[src/rtl/exec_stage_mc_if.sv]
// Execute-stage bus: decoded E-stage inputs, branch resolution, busy handshake and M-stage outputs.
// master = upstream/downstream pipeline side, slave = the execute stage itself.
interface exec_stage_mc_if #(
    parameter int DATA_W     = 16,
    parameter int REG_ADDR_W = 4
);
    logic                  validE;
    logic                  regWriteE;
    logic                  memWriteE;
    logic                  jumpE;
    logic                  branchE;
    logic                  aluSrcE;
    logic [1:0]            resultSrcE;
    logic [3:0]            aluControlE;
    logic [DATA_W-1:0]     RD1E;
    logic [DATA_W-1:0]     RD2E;
    logic [DATA_W-1:0]     PCPlus2E;
    logic [DATA_W-1:0]     PCE;
    logic [DATA_W-1:0]     extendedE;
    logic [REG_ADDR_W-1:0] RdE;

    logic                  busyE;
    logic                  PCSrcE;
    logic [DATA_W-1:0]     PCTargetE;

    logic                  validM;
    logic                  regWriteM;
    logic                  memWriteM;
    logic [1:0]            resultSrcM;
    logic [DATA_W-1:0]     PCPlus2M;
    logic [DATA_W-1:0]     aluResM;
    logic [DATA_W-1:0]     writeDataM;
    logic [REG_ADDR_W-1:0] RdM;

    modport master (
        output validE, regWriteE, memWriteE, jumpE, branchE, aluSrcE, resultSrcE,
               aluControlE, RD1E, RD2E, PCPlus2E, PCE, extendedE, RdE,
        input  busyE, PCSrcE, PCTargetE, validM, regWriteM, memWriteM, resultSrcM,
               PCPlus2M, aluResM, writeDataM, RdM
    );

    modport slave (
        input  validE, regWriteE, memWriteE, jumpE, branchE, aluSrcE, resultSrcE,
               aluControlE, RD1E, RD2E, PCPlus2E, PCE, extendedE, RdE,
        output busyE, PCSrcE, PCTargetE, validM, regWriteM, memWriteM, resultSrcM,
               PCPlus2M, aluResM, writeDataM, RdM
    );
endinterface

[src/rtl/exec_stage_mc.sv]
// Execute stage: single-cycle ALU, branch/jump resolution and E/M pipeline register.
// Define EXEC_MULDIV_EN to build the iterative MUL/DIVU/REMU unit that stalls upstream via busyE.
module exec_stage_mc #(
    parameter int DATA_W     = 16,
    parameter int REG_ADDR_W = 4
) (
    input  logic           clk,
    input  logic           rst,
    exec_stage_mc_if.slave bus
);
    logic [DATA_W-1:0] alu_b;
    logic [DATA_W-1:0] alu_res;
    logic              zero;
    logic              busy;
    logic              mc_done;
    logic [DATA_W-1:0] mc_result;
    logic              branch_block;

    assign alu_b = bus.aluSrcE ? bus.extendedE : bus.RD2E;

    always_comb begin
        alu_res = '0;
        case (bus.aluControlE)
            4'b0000: alu_res = bus.RD1E + alu_b;
            4'b0001: alu_res = bus.RD1E - alu_b;
            4'b0010: alu_res = bus.RD1E & alu_b;
            4'b0011: alu_res = bus.RD1E | alu_b;
            4'b0100: alu_res = bus.RD1E ^ alu_b;
            4'b0101: alu_res = {{(DATA_W-1){1'b0}}, ($signed(bus.RD1E) < $signed(alu_b))};
            4'b0110: alu_res = bus.RD1E << alu_b[3:0];
            4'b0111: alu_res = bus.RD1E >> alu_b[3:0];
            default: alu_res = '0;
        endcase
    end

    assign zero          = (alu_res == '0);
    assign bus.PCTargetE = bus.PCE + bus.extendedE;
    assign bus.PCSrcE    = bus.validE & ~branch_block & (bus.jumpE | (bus.branchE & zero));
    assign bus.busyE     = rst & busy;

`ifdef EXEC_MULDIV_EN
    localparam int CNT_W = $clog2(DATA_W + 1);

    typedef enum logic [1:0] {S_IDLE, S_MUL, S_DIV, S_DONE} state_t;

    state_t              state_q, state_d;
    logic [DATA_W-1:0]   a_q, a_d;
    logic [DATA_W-1:0]   b_q, b_d;
    logic [DATA_W:0]     acc_q, acc_d;
    logic                quot_sel_q, quot_sel_d;
    logic [CNT_W-1:0]    cnt_q, cnt_d;
    logic [DATA_W:0]     rem_shift;
    logic [DATA_W:0]     rem_diff;
    logic                is_md_op;
    logic                last_step;

    assign is_md_op     = (bus.aluControlE == 4'b1000) | (bus.aluControlE == 4'b1001) |
                          (bus.aluControlE == 4'b1010);
    assign branch_block = is_md_op;
    assign last_step    = (cnt_q == CNT_W'(DATA_W - 1));

    // Restoring divide: a_q shifts the dividend out and the quotient in, acc_q is the partial remainder.
    assign rem_shift = {acc_q[DATA_W-1:0], a_q[DATA_W-1]};
    assign rem_diff  = rem_shift - {1'b0, b_q};

    always_ff @(posedge clk or negedge rst) begin
        if (!rst) begin
            state_q    <= S_IDLE;
            a_q        <= '0;
            b_q        <= '0;
            acc_q      <= '0;
            quot_sel_q <= 1'b0;
            cnt_q      <= '0;
        end else begin
            state_q    <= state_d;
            a_q        <= a_d;
            b_q        <= b_d;
            acc_q      <= acc_d;
            quot_sel_q <= quot_sel_d;
            cnt_q      <= cnt_d;
        end
    end

    always_comb begin
        state_d    = state_q;
        a_d        = a_q;
        b_d        = b_q;
        acc_d      = acc_q;
        quot_sel_d = quot_sel_q;
        cnt_d      = cnt_q;
        busy       = 1'b0;
        mc_done    = 1'b0;
        mc_result  = '0;
        case (state_q)
            S_IDLE: begin
                if (bus.validE && is_md_op) begin
                    busy       = 1'b1;
                    a_d        = bus.RD1E;
                    b_d        = alu_b;
                    acc_d      = '0;
                    cnt_d      = '0;
                    quot_sel_d = (bus.aluControlE == 4'b1001);
                    state_d    = (bus.aluControlE == 4'b1000) ? S_MUL : S_DIV;
                end
            end
            S_MUL: begin
                busy = 1'b1;
                if (b_q[0]) begin
                    acc_d = {1'b0, acc_q[DATA_W-1:0] + a_q};
                end
                a_d     = a_q << 1;
                b_d     = b_q >> 1;
                cnt_d   = cnt_q + 1'b1;
                state_d = last_step ? S_DONE : S_MUL;
            end
            S_DIV: begin
                busy = 1'b1;
                if (!rem_diff[DATA_W]) begin
                    acc_d = rem_diff;
                    a_d   = {a_q[DATA_W-2:0], 1'b1};
                end else begin
                    acc_d = rem_shift;
                    a_d   = {a_q[DATA_W-2:0], 1'b0};
                end
                cnt_d   = cnt_q + 1'b1;
                state_d = last_step ? S_DONE : S_DIV;
            end
            S_DONE: begin
                mc_done   = 1'b1;
                mc_result = quot_sel_q ? a_q : acc_q[DATA_W-1:0];
                state_d   = S_IDLE;
            end
            default: state_d = S_IDLE;
        endcase
    end
`else
    assign busy         = 1'b0;
    assign mc_done      = 1'b0;
    assign mc_result    = '0;
    assign branch_block = 1'b0;
`endif

    logic                  valid_q, valid_d;
    logic                  reg_write_q, reg_write_d;
    logic                  mem_write_q, mem_write_d;
    logic [1:0]            result_src_q, result_src_d;
    logic [DATA_W-1:0]     pc_plus2_q, pc_plus2_d;
    logic [DATA_W-1:0]     alu_res_q, alu_res_d;
    logic [DATA_W-1:0]     write_data_q, write_data_d;
    logic [REG_ADDR_W-1:0] rd_q, rd_d;

    // A stalled stage pushes a bubble; otherwise the held or fresh instruction advances.
    always_comb begin
        valid_d      = 1'b0;
        reg_write_d  = 1'b0;
        mem_write_d  = 1'b0;
        result_src_d = '0;
        pc_plus2_d   = '0;
        alu_res_d    = '0;
        write_data_d = '0;
        rd_d         = '0;
        if (!busy) begin
            valid_d      = bus.validE;
            reg_write_d  = bus.regWriteE & bus.validE;
            mem_write_d  = bus.memWriteE & bus.validE;
            result_src_d = bus.resultSrcE;
            pc_plus2_d   = bus.PCPlus2E;
            alu_res_d    = mc_done ? mc_result : alu_res;
            write_data_d = bus.RD2E;
            rd_d         = bus.RdE;
        end
    end

    always_ff @(posedge clk or negedge rst) begin
        if (!rst) begin
            valid_q      <= 1'b0;
            reg_write_q  <= 1'b0;
            mem_write_q  <= 1'b0;
            result_src_q <= '0;
            pc_plus2_q   <= '0;
            alu_res_q    <= '0;
            write_data_q <= '0;
            rd_q         <= '0;
        end else begin
            valid_q      <= valid_d;
            reg_write_q  <= reg_write_d;
            mem_write_q  <= mem_write_d;
            result_src_q <= result_src_d;
            pc_plus2_q   <= pc_plus2_d;
            alu_res_q    <= alu_res_d;
            write_data_q <= write_data_d;
            rd_q         <= rd_d;
        end
    end

    assign bus.validM     = valid_q;
    assign bus.regWriteM  = reg_write_q;
    assign bus.memWriteM  = mem_write_q;
    assign bus.resultSrcM = result_src_q;
    assign bus.PCPlus2M   = pc_plus2_q;
    assign bus.aluResM    = alu_res_q;
    assign bus.writeDataM = write_data_q;
    assign bus.RdM        = rd_q;
endmodule

[src/flat_wrapper.sv]
// flat-port wrapper written by rule: the top's interface ports become plain ports
module exec_stage_mc_flat 
#(
    parameter int DATA_W     = 16,
    parameter int REG_ADDR_W = 4
)
  (clk, rst, bus_validE, bus_regWriteE, bus_memWriteE, bus_jumpE, bus_branchE, bus_aluSrcE, bus_resultSrcE, bus_aluControlE, bus_RD1E, bus_RD2E, bus_PCPlus2E, bus_PCE, bus_extendedE, bus_RdE, bus_busyE, bus_PCSrcE, bus_PCTargetE, bus_validM, bus_regWriteM, bus_memWriteM, bus_resultSrcM, bus_PCPlus2M, bus_aluResM, bus_writeDataM, bus_RdM);
  exec_stage_mc_if #(.DATA_W(DATA_W), .REG_ADDR_W(REG_ADDR_W)) bus_i ();
  input  logic clk;
  input  logic rst;
  input wire logic [$bits(bus_i.validE)-1:0] bus_validE;
  input wire logic [$bits(bus_i.regWriteE)-1:0] bus_regWriteE;
  input wire logic [$bits(bus_i.memWriteE)-1:0] bus_memWriteE;
  input wire logic [$bits(bus_i.jumpE)-1:0] bus_jumpE;
  input wire logic [$bits(bus_i.branchE)-1:0] bus_branchE;
  input wire logic [$bits(bus_i.aluSrcE)-1:0] bus_aluSrcE;
  input wire logic [$bits(bus_i.resultSrcE)-1:0] bus_resultSrcE;
  input wire logic [$bits(bus_i.aluControlE)-1:0] bus_aluControlE;
  input wire logic [$bits(bus_i.RD1E)-1:0] bus_RD1E;
  input wire logic [$bits(bus_i.RD2E)-1:0] bus_RD2E;
  input wire logic [$bits(bus_i.PCPlus2E)-1:0] bus_PCPlus2E;
  input wire logic [$bits(bus_i.PCE)-1:0] bus_PCE;
  input wire logic [$bits(bus_i.extendedE)-1:0] bus_extendedE;
  input wire logic [$bits(bus_i.RdE)-1:0] bus_RdE;
  output wire logic [$bits(bus_i.busyE)-1:0] bus_busyE;
  output wire logic [$bits(bus_i.PCSrcE)-1:0] bus_PCSrcE;
  output wire logic [$bits(bus_i.PCTargetE)-1:0] bus_PCTargetE;
  output wire logic [$bits(bus_i.validM)-1:0] bus_validM;
  output wire logic [$bits(bus_i.regWriteM)-1:0] bus_regWriteM;
  output wire logic [$bits(bus_i.memWriteM)-1:0] bus_memWriteM;
  output wire logic [$bits(bus_i.resultSrcM)-1:0] bus_resultSrcM;
  output wire logic [$bits(bus_i.PCPlus2M)-1:0] bus_PCPlus2M;
  output wire logic [$bits(bus_i.aluResM)-1:0] bus_aluResM;
  output wire logic [$bits(bus_i.writeDataM)-1:0] bus_writeDataM;
  output wire logic [$bits(bus_i.RdM)-1:0] bus_RdM;
  assign bus_i.validE = bus_validE;
  assign bus_i.regWriteE = bus_regWriteE;
  assign bus_i.memWriteE = bus_memWriteE;
  assign bus_i.jumpE = bus_jumpE;
  assign bus_i.branchE = bus_branchE;
  assign bus_i.aluSrcE = bus_aluSrcE;
  assign bus_i.resultSrcE = bus_resultSrcE;
  assign bus_i.aluControlE = bus_aluControlE;
  assign bus_i.RD1E = bus_RD1E;
  assign bus_i.RD2E = bus_RD2E;
  assign bus_i.PCPlus2E = bus_PCPlus2E;
  assign bus_i.PCE = bus_PCE;
  assign bus_i.extendedE = bus_extendedE;
  assign bus_i.RdE = bus_RdE;
  assign bus_busyE = bus_i.busyE;
  assign bus_PCSrcE = bus_i.PCSrcE;
  assign bus_PCTargetE = bus_i.PCTargetE;
  assign bus_validM = bus_i.validM;
  assign bus_regWriteM = bus_i.regWriteM;
  assign bus_memWriteM = bus_i.memWriteM;
  assign bus_resultSrcM = bus_i.resultSrcM;
  assign bus_PCPlus2M = bus_i.PCPlus2M;
  assign bus_aluResM = bus_i.aluResM;
  assign bus_writeDataM = bus_i.writeDataM;
  assign bus_RdM = bus_i.RdM;
  exec_stage_mc #(.DATA_W(DATA_W), .REG_ADDR_W(REG_ADDR_W)) u_core (.clk(clk), .rst(rst), .bus(bus_i));
endmodule
[config.mk]
export PLATFORM = sky130hd
export DESIGN_NAME = exec_stage_mc_flat
export DESIGN_NICKNAME = d
export VERILOG_FILES = /design/src/rtl/exec_stage_mc_if.sv /design/src/rtl/exec_stage_mc.sv /design/src/flat_wrapper.sv
export SDC_FILE = /design/constraint.sdc
export NUM_CORES = 1
export LEC_CHECK = 0
export ABC_AREA = 1
export BUFFER_PORTS_ARGS = -buffer_cell sky130_fd_sc_hd__buf_4
export CAP_MARGIN = 30
export CELL_PAD_IN_SITES_DETAIL_PLACEMENT = 0
export CELL_PAD_IN_SITES_GLOBAL_PLACEMENT = 2
export CORE_UTILIZATION = 31
export CTS_BUF_LIST = sky130_fd_sc_hd__clkbuf_16
export DETAILED_ROUTE_END_ITERATION = 8
export PLACE_DENSITY = 0.95
export SLEW_MARGIN = 30
export SYNTH_ARGS = -nofsm -noshare
export SYNTH_HDL_FRONTEND = slang
export SYNTH_SLANG_ARGS = --single-unit
[constraint.sdc]
create_clock -name clk -period 11.3 [get_ports clk]
set_input_delay 2.26 -clock clk [delete_from_list [all_inputs] [get_ports clk]]
set_output_delay 2.26 -clock clk [all_outputs]
set_load 0.02 [all_outputs]
==> out/results.tsv <==
stage	metric	value	unit
run_status	run status	finished with violations	
run_status	failing checks	DRC	
synth	Unique masters post-synth	40	
pwr	VDD IR max	0.0633	mV
route	DRT Pass-1 Iters	8	
placement	Final HPWL DP	20900	um
floorplan	Die W	148	um
critical_path	Crit path required time	9040	ps
pwr	P per Cell Area	105	nW/um2
floorplan	I/O pins	173	
cells_and_area	layout cells sized above 1	0.196	
synth	Synth area leader	dfrtp_1	
critical_path	CP delay by family, top	simple AND/OR/NAND/NOR gates	
global_routing	largest net degree at the start of global routing	58	
synth	sequential area share after synthesis	0.216	
critical_path	Most Frequent Cell on Critical Path	nand2_1	
critical_path	Worst setup EP type	output port	
pwr	Psw	0.372	mW
clock_tree	CTS Buffer Depth	2	
route	Vias/cell	5.05	
route	# DRC	2	
placement	Routability Congestion	0.929	
pwr	cell-internal power	0.509	mW
route	initial DRC count	543	
placement	dpl ws	3270	ps
hold_path	worst hold path type	in2async	
critical_path	CP Class	in2out	
pwr	Flop pwr share	0.252	
timing	fin crit share	0.711	
pwr	Sw Share	0.422	
global_routing	first-pass GRT wire length	38600	um
critical_path	Crit-path slowest cell	nand2_2	
timing	RSZ-0062 raised after global routing	no	
critical_path	slowest cell delay on critical path	530	ps
timing	final hold vios	0	
route	DR vias	7419	
synth	most instantiated cells after synthesis	nand2_1 (239), nand3_1 (200), inv_1 (139)	
global_routing	GR Overflow Total	0	
floorplan	die height	148	um
floorplan	die area	21900	um2
timing	Max Fclk	0.124	GHz
synth	Mapped Nets	1210	
pwr	clock network fraction of total power	0.306	
synth	synthesized instance count	1037	
critical_path	CP arrival	5780	ps
synth	FFs w/ async S/R, synth	1.00	
global_routing	initial antenna violation count	0	
synth	top post-synthesis cells by area	dfrtp_1 (22%), nand3_1 (15%), ha_1 (14%), nand2_1 (14%), inv_1 (7.9%)	
critical_path	Worst Path Buf+Inv	4	
clock_tree	clk sinks	57	
cells_and_area	diode count	0	
timing	Slew Viols, Final	0	
clock_tree	# H-tree levels	3	
synth	Yosys top cell area share	0.216	
synth	Post-Syn Area per Cell	6.37	um2
synth	total number of yosys warnings	0	
synth	top_reg_cell synth	dfrtp_1	
synth	Seq cells post-synth	57	
pwr	Comb pwr share	0.443	
cells_and_area	nets@finish	1362	
floorplan	core area	21000	um2
floorplan	Starting Density	0.315	
cells_and_area	# fillers	2320	
critical_path	CP max FO	36	
clock_tree	setup bufs post-CTS	0	
clock_tree	post_cts resized	0	
synth	EDFF count, synth	0	
clock_tree	CTS Root Buffer Type	clkbuf_16	
route	Routed Antenna Nets	0	
pwr	Pleak	4.58	nW
clock_tree	CTS tree	yes	
timing	max_slew headroom	0.341	
critical_path	CP Launch Type	input port	
synth	Post-Syn Area	6610	um2
run	MaxCap Viol Count	0	
critical_path	Critical Path, Cell by Cell	buf_4 -> inv_2 -> nand2_1 -> nand2_2 -> inv_2 -> ha_1 -> a21oi_1 -> nand2_1 -> nand2_1 -> nand3_1 -> nand3_1 -> nand2_1 -> nor2_1 -> nand2_1 -> nor2_1 -> nand2_1 -> nor2_1 -> nand3_1 -> a21oi_2 -> buf_4	
placement	port bufs	171	
clock_tree	register clock-pin slew on the reported worst setup and hold paths	60	ps
synth	top-count cell post-synth	nand2_1	
route	total routed wirelength	25300	um
timing	TNS Setup	0	ps
global_routing	vias in the first global route	7038	
global_routing	GRT Total Usage	0.233	
route	Avg WL per Cell	17.2	um
floorplan	Core Rows	53	
clock_tree	Post-CTS Hold Buffers	0	
timing	min setup slack post-route	3260	ps
clock_tree	CTS buffer count	9	
cells_and_area	Area Overhead vs Synth	26.4	%
timing	Worst Max-Slew Pin Slew	978	ps
timing	Final min period	8040	ps
timing	final setup fails	0	
[power by group through the flow]
stage	sequential [mW]	combinational, mW	clock [mW]
finish	0.222	0.390	0.269
global route	0.223	0.430	0.284
CTS	0.222	0.388	0.274
detailed placement	0.226	0.386	0
global placement	0.226	0.386	0
floorplan	0.245	0.225	0
[routing by layer]
metal  routed length, um  up-vias  track usage  share of wire
li1                    -     3687            -              -
met1               11200     3414        0.302           0.44
met2               11800      278        0.389           0.47
met3                1520       40       0.0306          0.060
met4                 787        0       0.0943          0.031
met5                   0        -            0              0
[cell type report]
type,instances,area (um2),share of cell area
inverter,144,541,0.0647
multi-input combinational,805,4460,0.534
timing repair buffer,172,1290,0.155
tap,275,344,0.0412
clock buffer,9,225,0.0270
sequential,57,1430,0.171
clock inverter,7,61.3,0.00734
[per-stage QoR]
step	cell area, um2	util	hold WS [ps]	cells	power [mW]
2_1_floorplan	6610	-	1960	1037	0.470
6_report	8350	0.399	1990	1469	0.881
3_5_place_dp	8070	0.385	2370	1453	0.612
4_1_cts	8350	0.399	2010	1469	0.884
3_3_place_gp	8060	0.385	2370	1453	0.612
5_1_grt	8350	0.399	2010	1469	0.937
[kinds of logic after synthesis]
logic type                 count (synthesis)  share of synthesized area
other                                      1                   0.000567
xor gates and xnor gates                  15                     0.0199
and+or+nand+nor                          600                      0.413
DFF                                       57                      0.216
buffers and inverters                    175                      0.109
AOI/OAI and AO/OA                        114                     0.0958
adders and majority gates                 75                      0.145
[state kept, by name, summed over array words and instances, names as in the netlist]
name,cells
u_core.bus.aluResM,16
u_core.bus.validM,1
u_core.bus.RdM,4
u_core.bus.PCPlus2M,16
u_core.bus.resultSrcM,2
u_core.bus.writeDataM,16
u_core.bus.regWriteM,1
u_core.bus.memWriteM,1
[final timing paths]
kind,slack [ps],to,depth (start not counted),from
max,3260,bus_PCSrcE,20,bus_aluSrcE
min,1990,u_core.bus.resultSrcM[0]$_DFF_PN0_,1,rst
max in group asynchronous,8840,u_core.bus.aluResM[0]$_DFF_PN0_,1,rst
min in group clk,2020,u_core.bus.resultSrcM[1]$_DFF_PN0_,1,bus_resultSrcE[1]
[cell usage in the layout, fill, tap and decap left out, types with 8 or more instances in the layout]
cell type | synthesis | layout
o22ai_1 | 8 | 8
nand3_1 | 200 | 200
dfrtp_1 | 57 | 57
ha_1 | 72 | 72
xor2_1 | 10 | 10
nand2_1 | 239 | 239
clkbuf_16 | 0 | 9
buf_4 | 3 | 172
or2_2 | 13 | 13
nand4_1 | 15 | 15
o21ai_0 | 35 | 35
nor2_1 | 92 | 90
nand2_2 | 11 | 11
nor3_1 | 11 | 11
inv_1 | 139 | 139
a21oi_1 | 51 | 51
Power figures use the tool's default switching activity.
